**config.mk**
```make
export PLATFORM = sky130hd
export DESIGN_NAME = gpi_debounce
export DESIGN_NICKNAME = d
export VERILOG_FILES = /design/src/rtl/gpi_debounce.sv
export SDC_FILE = /design/constraint.sdc
export NUM_CORES = 1
export LEC_CHECK = 0
export CORE_MARGIN = 5
export CORE_UTILIZATION = 60
export DETAILED_ROUTE_END_ITERATION = 16
export GPL_ROUTABILITY_DRIVEN = 0
export PLACE_DENSITY_LB_ADDON = 0.08
export SLEW_MARGIN = 30
export SYNTH_ARGS = -nofsm -noshare
export SYNTH_HDL_FRONTEND = slang
export SYNTH_SLANG_ARGS = --single-unit
```
**constraint.sdc**
```tcl
create_clock -name clk_sys_i -period 2.75 [get_ports clk_sys_i]
set_input_delay 0.4125 -clock clk_sys_i [delete_from_list [all_inputs] [get_ports clk_sys_i]]
set_output_delay 0.4125 -clock clk_sys_i [all_outputs]
set_load 0.02 [all_outputs]
```
**src/rtl/gpi_debounce.sv**
```systemverilog
// Switch input conditioning: per-bit 2-flop synchroniser plus stability
// counter, producing clean levels, rise/fall pulses and an any-change pulse.

// One input bit: synchroniser, stability counter, debounced state and pulses.
module gpi_debounce_bit #(
  parameter int   DebounceCycles = 50000,
  parameter int   CntWidth       = 16,
  parameter logic ResetBit       = 1'b0
) (
  input  logic clk_sys_i,
  input  logic rst_sys_ni,
  input  logic raw_i,
  output logic deb_o,
  output logic rise_o,
  output logic fall_o,
  output logic accept_o
);
  localparam logic [CntWidth-1:0] Last = CntWidth'(DebounceCycles - 1);

  logic                sync1, sync2;
  logic [CntWidth-1:0] cnt;
  logic                differ;

  // Counter only ever sees a differing level; it stops at Last so it never wraps.
  assign differ   = (sync2 != deb_o);
  assign accept_o = differ && (cnt == Last);

  // Synchronise, count consecutive differing cycles, accept at the limit.
  always_ff @(posedge clk_sys_i or negedge rst_sys_ni) begin
    if (!rst_sys_ni) begin
      sync1  <= ResetBit;
      sync2  <= ResetBit;
      deb_o  <= ResetBit;
      cnt    <= '0;
      rise_o <= 1'b0;
      fall_o <= 1'b0;
    end else begin
      sync1  <= raw_i;
      sync2  <= sync1;
      rise_o <= accept_o &&  sync2;
      fall_o <= accept_o && !sync2;
      if (!differ || accept_o) cnt <= '0;
      else                     cnt <= cnt + 1'b1;
      if (accept_o) deb_o <= sync2;
    end
  end
endmodule

module gpi_debounce #(
  parameter int               Width          = 13,
  parameter int               DebounceCycles = 50000,
  parameter int               CntWidth       = 16,
  parameter logic [Width-1:0] ResetValue     = '0
) (
  input  logic             clk_sys_i,
  input  logic             rst_sys_ni,
  input  logic [Width-1:0] raw_i,
  output logic [Width-1:0] deb_o,
  output logic [Width-1:0] rise_o,
  output logic [Width-1:0] fall_o,
  output logic             changed_o
);
  logic [Width-1:0] accept;

  // Bits are fully independent; one debouncer lane per input.
  for (genvar i = 0; i < Width; i++) begin : g_lane
    gpi_debounce_bit #(
      .DebounceCycles(DebounceCycles),
      .CntWidth      (CntWidth),
      .ResetBit      (ResetValue[i])
    ) u_bit (
      .clk_sys_i (clk_sys_i),
      .rst_sys_ni(rst_sys_ni),
      .raw_i     (raw_i[i]),
      .deb_o     (deb_o[i]),
      .rise_o    (rise_o[i]),
      .fall_o    (fall_o[i]),
      .accept_o  (accept[i])
    );
  end

  // Registered alongside rise/fall so all pulses share the deb_o update edge.
  always_ff @(posedge clk_sys_i or negedge rst_sys_ni) begin
    if (!rst_sys_ni) changed_o <= 1'b0;
    else             changed_o <= |accept;
  end
endmodule

```
==> run summary, run 1 <==
setup tns final = 0 ps
Ports = 55
Critical Path Start Type = register
main combinational cell family by area after synthesis = simple AND/OR/NAND/NOR gates
first-pass GRT wire length = 38100 um
Hold Slack = 301 ps
Post-Synth Adder-Cell Area = 1.31%
Slew @ Worst Pin = 636 ps
Worst setup EP type = register
Cells after Synth = 1155
fin cells = 1486
Layout fillers = 1538
synthesized area = 12400 sq um
clock sink count = 274
PwrDens = 610 nW/um^2
final net count = 1221
outcome = complete, no violations
min-delay worst type = input pin to register
Total GRT Usage = 18.7%
commonest non-fill, non-tap cell in the layout = dfrtp_1
Slew headroom = 57.6%
Via Count = 7823
core box area = 20300 sq um
placed wire-length estimate = 13900 um
pre-CTS WS = 419 ps
Sw Ratio = 21.2%
largest area contributor in the netlist = dfrtp_1
layout cell share with drive strength beyond 1 = 7.32%
Async SR Flop Fraction = 100%
Starting Density = 61.0%
Max clock buf depth = 3
Chip Width = 154 um
WL final = 21300 um
growth of design area from synthesis to finish = 13.5%
DR WL/cell = 14.3 um
Peak Freq = 0.426 GHz
largest net degree at the start of global routing = 86
dpl cell area = 13000 sq um
commonest non-fill, non-tap cells in the layout = dfrtp_1 (274), nor2_1 (224), xnor2_1 (107), nand3_1 (100), xor2_1 (97)
clk_lat worst skew = 550 ps
PostCTS Resize Cnt = 0
CTS clk-pin slew, worst paths = 60 ps
antenna viol nets, final = 0
CP max FO = 6
Yosys reg bits = 274
aggregate global routing overflow = 0
post-synthesis mux area share = 1.09%
Syn. warnings = 0
Remaining DRCs = 0
post-synthesis sequential area ratio = 55.4%
DR iter-0 viols = 362
Layout Skew = 16.8 ps
Die Footprint = 23600 sq um
Root Buffer = clkbuf_16
Pre-antenna DRT Iters = 5
Yosys cell types = 37
NetSw = 1810 uW
FP Rows = 52
Mapped Nets = 1183
CTS tree = done
design area = 14000 sq um
XOR/XNOR Fraction of Synth Area = 14.4%
syn avg cell area = 10.7 sq um
Leak = 0.00619 uW
ys flop type = dfrtp_1
Clk pwr share = 48.6%
Synth Area in Compound Gates = 0.354%
CP Data Required Time = 3170 ps
# setup viols final = 0
number of global-route vias before repair = 7901
vias per inst = 5.26
antenna violations before repair = 0
diode count = 0
Tmin final = 2350 ps
RSZ-0062 raised after global routing = no
Simple-Gate Fraction of Synth Area = 24.2%
Setup Fix Bufs, Post-CTS = 0
Max VDD drop = 0.000517 V
logic gate share of total power = 2.9%
top cell type's share of synthesized area = 55.4%
post-layout worst setup margin = 401 ps
PortBufs = 54
H-tree level count = 1
Die Height = 154 um
largest cells by area after synthesis = dfrtp_1 (55%), xnor2_1 (7.6%), xor2_1 (6.9%)
dpl cells = 1431
final hold vios = 0
arrival time worst endpoint = 2770 ps
Int Power = 6760 uW
Max-Cap Viols = 0
Num CTS Buffers = 29
max-slew violation count = 0
Post-synth EDFFs = 0
sequential power share = 48.5%
hold_buf cts = 1
Crit Path Class = register to register
Final Cycle Share = 85.4%
-- Yosys cell counts (all sizes together), types with 13 or more instances --
cell,instances
nand3,100
nand4,20
xnor2,107
nor3b,25
nor2,224
nor3,20
clkbuf,14
nor4bb,20
and3,61
xor2,97
buf,40
dfrtp,274
inv,13
ha,13
nand2,59
-- per-stage QoR --
| stage | power, uW | util, % |
|---|---|---|
| floorplan | 4330 | - |
| global placement | 4470 | 64.0 |
| detailed placement | 4480 | 64.0 |
| CTS | 8680 | 69.2 |
| global route | 8900 | 69.2 |
| finish | 8570 | 69.2 |
-- cell type report --
class	count	area [sq um]	share of cell area (%)
clock inverter	15	219	1.56
tap	270	338	2.41
timing repair buffer	61	638	4.54
sequential	274	6860	48.8
inverter	13	48.8	0.348
multi-input combinational	814	5120	36.4
clock buffer	39	823	5.86
-- critical path, cell delays in order, from the launching register on --
cell and delay [ps]:
dfrtp_1 410, ha_1 250, and3_1 190, nand4_1 190, o22ai_1 130, or4_1 540, or4b_1 490
-- cell families (layout without fill, tap and decap cells) --
group | after synthesis | in the layout
AO/OA/AOI/OAI | 7 | 7
XOR/XNOR | 204 | 204
adder cells (fa/ha/maj) | 13 | 13
buffers and inverters | 67 | 128
flip-flops | 274 | 274
multiplexers | 12 | 12
AND/OR/NAND/NOR | 578 | 578
-- routing by layer --
metal  part of all wire, %  up-vias  GRT usage, %
li1                      -     3931             -
met1                    48     3744          27.1
met2                    46      109          29.8
met3                   4.1       39          3.34
met4                   2.2        0          4.50
met5                     0        -             0
-- registers in the layout, indices dropped and copies added (netlist names) --
signal and cells:
g_lane.u_bit.cnt 208, g_lane.u_bit.sync1 13, changed_o 1, g_lane.u_bit.sync2 13
g_lane.u_bit.rise_o 13, g_lane.u_bit.deb_o 13, g_lane.u_bit.fall_o 13
-- worst paths after layout --
| path | from | endpoint | slack [ps] | cells after the start |
|---|---|---|---|---|
| worst max register to register | g_lane[9].u_bit.cnt[0] | changed_o | 400 | 6 |
| max in group asynchronous | rst_sys_ni | g_lane[1].u_bit.cnt[13] | 1490 | 3 |
| worst max-delay path | g_lane[9].u_bit.cnt[0] | changed_o | 400 | 6 |
| worst min-delay path | raw_i[5] | g_lane[5].u_bit.sync1 | 300 | 1 |
| worst min register to register | g_lane[4].u_bit.sync1 | g_lane[4].u_bit.sync2 | 350 | 0 |
| min in group asynchronous | rst_sys_ni | g_lane[5].u_bit.rise_o | 450 | 2 |
-- power by group through the flow --
stage | Sequential (uW) | Clock (uW) | Combinational [uW]
after floorplan | 4210 | 0 | 116
after global placement | 4220 | 0 | 251
after detailed placement | 4230 | 0 | 255
after CTS | 4150 | 4270 | 258
after global routing | 4160 | 4440 | 289
final | 4150 | 4170 | 247
No activity file was read; power rests on OpenSTA's default activity.
==> run 2, diff against run 1 <==
SKIP_CTS_REPAIR_TIMING = 1   (was unset)
==> results of run 2 <==
The final DEF is identical to that of run 1; final timing and power are the same.
Among the figures that moved: via count of the first global-routing pass 7901 -> 7898
